--- config.mk ---
export PLATFORM = sky130hd
export DESIGN_NAME = axi_bw_sched
export DESIGN_NICKNAME = d
export VERILOG_FILES = /design/src/rtl/axi_bw_sched_pkg.sv /design/src/rtl/axi_bw_sched_rr_pick.sv /design/src/rtl/axi_bw_sched.sv
export SDC_FILE = /design/constraint.sdc
export NUM_CORES = 1
export LEC_CHECK = 0
export ABC_AREA = 1
export CAP_MARGIN = 20
export CORE_MARGIN = 2
export CORE_UTILIZATION = 45
export DETAILED_ROUTE_END_ITERATION = 7
export PLACE_DENSITY = 0.71
export SLEW_MARGIN = 20
export SYNTH_ARGS = -nofsm -noshare
export SYNTH_HDL_FRONTEND = slang
export SYNTH_SLANG_ARGS = --single-unit
--- constraint.sdc ---
create_clock -name clk -period 9.1 [get_ports clk]
set_clock_uncertainty 0.1 [all_clocks]
set_input_delay 2.275 -clock clk [delete_from_list [all_inputs] [get_ports clk]]
set_output_delay 2.275 -clock clk [all_outputs]
set_load 0.02 [all_outputs]
--- src/rtl/axi_bw_sched_pkg.sv ---
`default_nettype none
// ============================================================================
//  Module      : axi_bw_sched_pkg
//  Description : Shared types and constants for the DDR bandwidth scheduler:
//                SoftReg request/response structs, register window offsets,
//                credit scaling and the scheduler FSM state encoding.
//  Revision    : 1.0 - initial release
// ============================================================================
package axi_bw_sched_pkg;

    typedef struct packed {
        logic        valid;
        logic        isWrite;
        logic [31:0] addr;
        logic [63:0] data;
    } SoftRegReq;

    typedef struct packed {
        logic        valid;
        logic [63:0] data;
    } SoftRegResp;

    // Register window layout, relative to the block's SoftReg base address
    localparam int          c_sr_weight_stride = 8;
    localparam logic [31:0] c_sr_off_epoch     = 32'h20;
    localparam logic [31:0] c_sr_off_credit    = 32'h28;

    // Credit granted per unit of weight at each reload is weight << shift
    localparam int          c_credit_shift     = 4;
    localparam logic [7:0]  c_weight_rst       = 8'd16;
    localparam logic [15:0] c_credit_rst       = 16'd256;

    typedef enum logic [1:0] {
        ST_IDLE   = 2'd0,
        ST_GRANT  = 2'd1,
        ST_RELOAD = 2'd2
    } sched_state_e;

endpackage
`default_nettype wire

--- src/rtl/axi_bw_sched_rr_pick.sv ---
`default_nettype none
// ============================================================================
//  Module      : rr_pick
//  Description : Combinational round-robin selector. Returns the first set
//                request at or after the pointer, wrapping N_APP-1 -> 0.
//  Ports       : i_req    - request vector
//                i_ptr    - highest-priority position
//                o_onehot - one-hot winner (zero when no request)
//                o_idx    - winner index
//                o_any    - at least one request set
//  Revision    : 1.0 - initial release
// ============================================================================
module rr_pick #(
    parameter int N_APP = 4,
    parameter int IW    = (N_APP > 1) ? $clog2(N_APP) : 1
) (
    input  logic [N_APP-1:0] i_req,
    input  logic [IW-1:0]    i_ptr,
    output logic [N_APP-1:0] o_onehot,
    output logic [IW-1:0]    o_idx,
    output logic             o_any
);
    localparam int PW = IW + 1;

    logic [PW-1:0] w_pos;

    // Walk offsets from farthest to nearest so the nearest hit is the last
    // assignment and therefore wins.
    always_comb begin
        o_onehot = '0;
        o_idx    = '0;
        o_any    = 1'b0;
        w_pos    = '0;
        for (int k = N_APP - 1; k >= 0; k--) begin
            w_pos = {1'b0, i_ptr} + PW'(k);
            if (w_pos >= PW'(N_APP)) begin
                w_pos = w_pos - PW'(N_APP);
            end
            if (i_req[w_pos[IW-1:0]]) begin
                o_onehot                 = '0;
                o_onehot[w_pos[IW-1:0]]  = 1'b1;
                o_idx                    = w_pos[IW-1:0];
                o_any                    = 1'b1;
            end
        end
    end

endmodule
`default_nettype wire

--- src/rtl/axi_bw_sched.sv ---
`default_nettype none
// ============================================================================
//  Module      : axi_bw_sched
//  Description : Credit-based weighted round-robin scheduler for AR/AW bursts
//                of N_APP requesters sharing one DDR path. Credits are
//                reloaded from per-app weights once per epoch.
//  Ports       : clk, rst_n  - clock, synchronous active-low reset
//                sr_req      - SoftReg access (weights, epoch length, credits)
//                sr_resp     - SoftReg read response, one cycle after request
//                req_valid   - per-app pending burst
//                req_len     - per-app AXI len (beats = len+1)
//                grant       - one-hot issue permission
//                grant_ack   - granted burst's address handshake done
//  Revision    : 1.0 - initial release
// ============================================================================
module axi_bw_sched
    import axi_bw_sched_pkg::*;
#(
    parameter int          N_APP     = 4,
    parameter logic [31:0] SR_ADDR   = 32'h40,
    parameter int          EPOCH_RST = 1024
) (
    input  logic                  clk,
    input  logic                  rst_n,
    input  SoftRegReq             sr_req,
    output SoftRegResp            sr_resp,
    input  logic [N_APP-1:0]      req_valid,
    input  logic [N_APP-1:0][7:0] req_len,
    output logic [N_APP-1:0]      grant,
    input  logic                  grant_ack
);
    localparam int IW = (N_APP > 1) ? $clog2(N_APP) : 1;

    sched_state_e     r_state;
    sched_state_e     w_state_nxt;
    logic [7:0]       r_weight [N_APP];
    logic [15:0]      r_credit [N_APP];
    logic [15:0]      r_epoch_len;
    logic [15:0]      r_epoch_cnt;
    logic [IW-1:0]    r_rr_ptr;
    logic [IW-1:0]    r_win_idx;
    logic [7:0]       r_win_len;
    logic [N_APP-1:0] r_grant;
    logic             r_reload_pend;
    SoftRegResp       r_resp;

    logic [15:0]      w_len_eff;
    logic             w_wrap;
    logic [N_APP-1:0] w_elig;
    logic [N_APP-1:0] w_pick_onehot;
    logic [IW-1:0]    w_pick_idx;
    logic             w_pick_any;
    logic [N_APP-1:0] w_grant_nxt;
    logic             w_take;
    logic             w_debit;
    logic             w_load;
    logic             w_pend_set;
    logic             w_pend_clr;
    logic             w_rd_hit;
    logic [63:0]      w_rd_data;
    logic [63:0]      w_credit_pack;
    logic             w_unused;

    assign w_unused = ^sr_req.data[63:16];

    // ------------------------------------------------------------------
    // Epoch timing: a length of 0 behaves as 1 (reload every cycle). The
    // >= compare also wraps promptly when the length is shortened below
    // the current count.
    // ------------------------------------------------------------------
    assign w_len_eff = (r_epoch_len == 16'd0) ? 16'd1 : r_epoch_len;
    assign w_wrap    = (r_epoch_cnt >= (w_len_eff - 16'd1));

    // ------------------------------------------------------------------
    // Eligibility and round-robin selection
    // ------------------------------------------------------------------
    generate
        for (genvar g = 0; g < N_APP; g++) begin : g_elig
            assign w_elig[g] = req_valid[g] && (r_weight[g] != 8'd0) &&
                               (r_credit[g] >= ({8'd0, req_len[g]} + 16'd1));
        end
    endgenerate

    rr_pick #(
        .N_APP (N_APP),
        .IW    (IW)
    ) u_rr_pick (
        .i_req    (w_elig),
        .i_ptr    (r_rr_ptr),
        .o_onehot (w_pick_onehot),
        .o_idx    (w_pick_idx),
        .o_any    (w_pick_any)
    );

    // ------------------------------------------------------------------
    // FSM: state register
    // ------------------------------------------------------------------
    always_ff @(posedge clk) begin
        if (!rst_n) begin
            r_state <= ST_IDLE;
        end else begin
            r_state <= w_state_nxt;
        end
    end

    // ------------------------------------------------------------------
    // FSM: next state. A wrap seen in GRANT is deferred through
    // r_reload_pend so an outstanding grant is never cut; a wrap on the
    // ack cycle itself goes straight to RELOAD after the debit.
    // ------------------------------------------------------------------
    always_comb begin
        w_state_nxt = r_state;
        case (r_state)
            ST_IDLE: begin
                if (w_wrap) begin
                    w_state_nxt = ST_RELOAD;
                end else if (w_pick_any) begin
                    w_state_nxt = ST_GRANT;
                end
            end
            ST_GRANT: begin
                if (grant_ack) begin
                    w_state_nxt = (r_reload_pend || w_wrap) ? ST_RELOAD : ST_IDLE;
                end
            end
            ST_RELOAD: begin
                w_state_nxt = ST_IDLE;
            end
            default: begin
                w_state_nxt = ST_IDLE;
            end
        endcase
    end

    // ------------------------------------------------------------------
    // FSM: outputs (next grant value and datapath strobes)
    // ------------------------------------------------------------------
    always_comb begin
        w_grant_nxt = '0;
        w_take      = 1'b0;
        w_debit     = 1'b0;
        w_load      = 1'b0;
        w_pend_set  = 1'b0;
        w_pend_clr  = 1'b0;
        case (r_state)
            ST_IDLE: begin
                if (!w_wrap && w_pick_any) begin
                    w_grant_nxt = w_pick_onehot;
                    w_take      = 1'b1;
                end
            end
            ST_GRANT: begin
                if (grant_ack) begin
                    w_debit = 1'b1;
                end else begin
                    w_grant_nxt = r_grant;
                    w_pend_set  = w_wrap;
                end
            end
            ST_RELOAD: begin
                w_load     = 1'b1;
                w_pend_clr = 1'b1;
            end
            default: begin
                w_grant_nxt = '0;
            end
        endcase
    end

    // ------------------------------------------------------------------
    // Scheduler datapath and register file
    // ------------------------------------------------------------------
    always_ff @(posedge clk) begin
        if (!rst_n) begin
            r_grant       <= '0;
            r_rr_ptr      <= '0;
            r_win_idx     <= '0;
            r_win_len     <= '0;
            r_reload_pend <= 1'b0;
            r_epoch_cnt   <= '0;
            r_epoch_len   <= 16'(EPOCH_RST);
            for (int i = 0; i < N_APP; i++) begin
                r_weight[i] <= c_weight_rst;
                r_credit[i] <= c_credit_rst;
            end
        end else begin
            r_grant     <= w_grant_nxt;
            r_epoch_cnt <= w_wrap ? 16'd0 : (r_epoch_cnt + 16'd1);

            // Length is captured at grant time; the debit uses this copy
            if (w_take) begin
                r_win_idx <= w_pick_idx;
                r_win_len <= req_len[w_pick_idx];
            end

            if (w_debit) begin
                r_rr_ptr <= (r_win_idx == IW'(N_APP - 1)) ? '0 : (r_win_idx + 1'b1);
            end

            if (w_pend_clr) begin
                r_reload_pend <= 1'b0;
            end else if (w_pend_set) begin
                r_reload_pend <= 1'b1;
            end

            // Reload overwrites: unused credit does not carry over
            for (int i = 0; i < N_APP; i++) begin
                if (w_load) begin
                    r_credit[i] <= {8'd0, r_weight[i]} << c_credit_shift;
                end else if (w_debit && (r_win_idx == IW'(i))) begin
                    r_credit[i] <= r_credit[i] - ({8'd0, r_win_len} + 16'd1);
                end
            end

            // Weight writes only affect credits at the next reload
            if (sr_req.valid && sr_req.isWrite) begin
                for (int i = 0; i < N_APP; i++) begin
                    if (sr_req.addr == (SR_ADDR + 32'(c_sr_weight_stride * i))) begin
                        r_weight[i] <= sr_req.data[7:0];
                    end
                end
                if (sr_req.addr == (SR_ADDR + c_sr_off_epoch)) begin
                    r_epoch_len <= sr_req.data[15:0];
                end
            end
        end
    end

    // ------------------------------------------------------------------
    // SoftReg read path
    // ------------------------------------------------------------------
    generate
        for (genvar g = 0; g < 4; g++) begin : g_pack
            if (g < N_APP) begin : g_used
                assign w_credit_pack[16*g +: 16] = r_credit[g];
            end else begin : g_empty
                assign w_credit_pack[16*g +: 16] = 16'd0;
            end
        end
    endgenerate

    always_comb begin
        w_rd_hit  = 1'b0;
        w_rd_data = '0;
        if (sr_req.valid && !sr_req.isWrite) begin
            for (int i = 0; i < N_APP; i++) begin
                if (sr_req.addr == (SR_ADDR + 32'(c_sr_weight_stride * i))) begin
                    w_rd_hit  = 1'b1;
                    w_rd_data = {56'd0, r_weight[i]};
                end
            end
            if (sr_req.addr == (SR_ADDR + c_sr_off_epoch)) begin
                w_rd_hit  = 1'b1;
                w_rd_data = {48'd0, r_epoch_len};
            end
            if (sr_req.addr == (SR_ADDR + c_sr_off_credit)) begin
                w_rd_hit  = 1'b1;
                w_rd_data = w_credit_pack;
            end
        end
    end

    always_ff @(posedge clk) begin
        if (!rst_n) begin
            r_resp <= '0;
        end else begin
            r_resp.valid <= w_rd_hit;
            r_resp.data  <= w_rd_data;
        end
    end

    assign grant   = r_grant;
    assign sr_resp = r_resp;

endmodule
`default_nettype wire

==> flow_summary.ini <==
[run_status]
run_status = finished clean

[hold_path]
holdPathStages = 1
hp-class = flip-flop to flip-flop
hp-start = r_epoch_cnt[0]
holdPathEnd = r_epoch_cnt[0]

[timing]
setup_tns_ns = 0
finalHoldViolations = 0
period_share = 0.6253
tightest_slew_ns = 1.088
whs_ns = 0.3596
maxSlewViolCount = 0
setup_viol = 0
relSlewSlack = 0.2669
fmax_mhz = 175.8
period_needed_ns = 5.690
rsz0062_at_grt = no

[routing]
ant_nets = 0
viasPerCell = 5.257
dr.pass1.iters = 6
drc = 0
vias = 11282
wl_per_cell_um = 15.92
drt_iter0_drc = 870
routed_wl_mm = 34.17

[logic_synthesis]
yosysSeqAreaShare = 0.4114
synth.area.top_cells = edfxtp_1 23%, dfxtp_1 18%, ha_1 10%
synth-edff-count = 96
synth_top_area_frac = 0.2278
yosysWarnings = 0
synth_top_flop_cell = dfxtp_1
syn_avg_cell_area_sq_um = 7.943
ys_seq_elements = 212
synthCells = 1593
synth_common_cells = 259 x inv_1, 228 x nor2_1, 222 x nand2_1
synth_cell_type_count = 50
yosysTopAreaCell = edfxtp_1
syn_area_sq_mm = 0.01265
ys_async_sr_fraction = 0
synth.most_common_cell = inv_1
synth_fp_nets = 1837

[critical_path]
rr_startpoint = r_epoch_len[4]
crit_required_ns = 9.41
critPathMaxFanout = 15
cp.arrival_ns = 6.00
end_kind = flip-flop
r2r_setup_slack_ns = 4.60
regToRegEndpoint = r_win_len[5]
rr_worst_depth = 25
start_kind = input pin
worst-setup-path-type = input pin to flip-flop

[clock_network]
clk_latency_ns = 0.52
post_cts_buffers = 0
h-tree-depth = 1
cts_resized = 0
cts_root_buf = clkbuf_16
cts_hold_buf = 0
cts_tree = yes
clock_sinks = 212
clock_path_buffers = 3
cts_buffers = 25
clk_pin_slew_ns = 0.06

[global_routing]
grt_pass1_wl_mm = 53.90
antenna_found_initial = 0
grt_overflow_total = 0
grt_max_degree = 57
grt_use_total = 0.2315
first_global_vias = 10958

[floorplanning]
row_count = 61
initial_core_util = 0.4567
core_area_sq_mm = 0.02771
die_w_um = 171.7
dieArea_sq_mm = 0.02948
io_pins = 206
die_y_um = 171.7

[placed_design]
dp_cells = 2101
io_buffers = 157
finalWeightedCongestion = 0.9082
place_area_sq_mm = 0.01459
dp.final_hpwl_mm = 26.04

[cells_and_area]
area_growth_pct = 22.63
final_cell_area_sq_mm = 0.01552
antenna_cells = 0
final_cells = 2146
finalNetCount = 1994
drive_gt1_frac = 0.05543
fill_cells = 2578

[power]
net-switching-power_mw = 0.7898
irDropWorstVdd_v = 0.0001233
p_sw_frac = 0.2915
pwr-share-seq = 0.393
pwr-share-comb = 0.198
power_mw = 2.710
p_clk_frac = 0.409
p_int_mw = 1.920
leakage_nw = 6.709
power_density_mw_per_mm2 = 174.6

[flow_run]
max-cap-violations = 0
## stage by stage
step	setup WS [ns]	util
2_1_floorplan	4.182	-
3_3_place_gp	2.996	0.5267
3_5_place_dp	2.923	0.5267
4_1_cts	3.463	0.5601
5_1_grt	3.096	0.5601
6_report	3.410	0.5601
## worst max-delay path by stage
stage / cells after the start / endpoint / from / slack, ns
5_1_grt: 23 / grant[1] / req_len[18] / 3.10
3_3_place_gp: 23 / r_win_len[4] / req_len[18] / 3.00
3_5_place_dp: 22 / r_win_len[4] / req_len[25] / 2.92
4_1_cts: 22 / r_win_len[4] / req_len[25] / 3.46
6_report: 22 / r_win_len[5] / req_len[25] / 3.41
2_1_floorplan: 24 / r_win_len[6] / req_len[16] / 4.18
## layout make-up
class	count	area (sq um)	area share
multi-input cells	1078	6289	0.4053
repair buffers	160	1594	0.1027
flip-flops and latches	212	5205	0.3354
inverters	273	1032	0.06652
well taps	378	473.0	0.03048
clock inverters	15	195.2	0.01258
clock buffers	30	729.5	0.04701
## cell families (layout without fill, tap and decap cells)
kind of cell,count (synthesis),count (layout),synth area share
xor+xnor,65,65,0.04499
compound gates,259,259,0.1149
flops,212,212,0.4114
fa+ha+maj,107,107,0.1082
buf+inv,303,478,0.09206
simple gates,647,647,0.2285
## layer usage
layer  global-route usage  part of all wire
met1               0.2852              0.42
met2               0.3979              0.47
met3              0.03728             0.070
met4               0.1043             0.043
met5                    0                 0
## state kept, by name, summed over array words and instances (netlist names)
| signal | flops |
|---|---|
| grant | 4 |
| r_credit | 64 |
| r_epoch_cnt | 16 |
| r_epoch_len | 16 |
| r_reload_pend | 1 |
| r_rr_ptr | 2 |
| r_state | 2 |
| r_weight | 32 |
| r_win_idx | 2 |
| r_win_len | 8 |
| sr_resp | 65 |
## worst max-delay path, stage by stage
cell,delay [ns]
clkdlybuf4s50_1,0.52
ha_1,0.21
nand3_1,0.13
nor3b_1,0.34
xor2_1,0.14
ha_1,0.30
nand2_1,0.07
o21a_1,0.18
nand2_1,0.07
nand2_1,0.06
nand2_2,0.13
nand3_1,0.08
nand2_1,0.12
nand2_1,0.09
nand2_2,0.12
inv_4,0.07
nand3_2,0.09
nand3_2,0.31
nor2_2,0.42
o211ai_2,0.14
nand2_1,0.09
nor2_1,0.04
## power groups by stage
stage / clock network [mW] / logic (mW) / registers (mW)
floorplan: 0 / 0.370 / 1.08
CTS: 1.12 / 0.530 / 1.06
global route: 1.16 / 0.602 / 1.07
detailed placement: 0 / 0.525 / 1.08
finish: 1.11 / 0.537 / 1.06
global placement: 0 / 0.509 / 1.08
## cell usage in the layout, fill, tap and decap left out, types with 26 or more instances in the layout
cell and n:
clkbuf_16 29, nor2_1 228, edfxtp_1 96, o21ai_0 90, nor3_1 26, dfxtp_1 116
ha_1 103, nand3_1 90, clkdlybuf4s50_1 157, xor2_1 52, o22ai_1 26, nand2_1 222
a21oi_1 93, inv_1 259
Note: power is estimated with default switching activity, not from simulation.
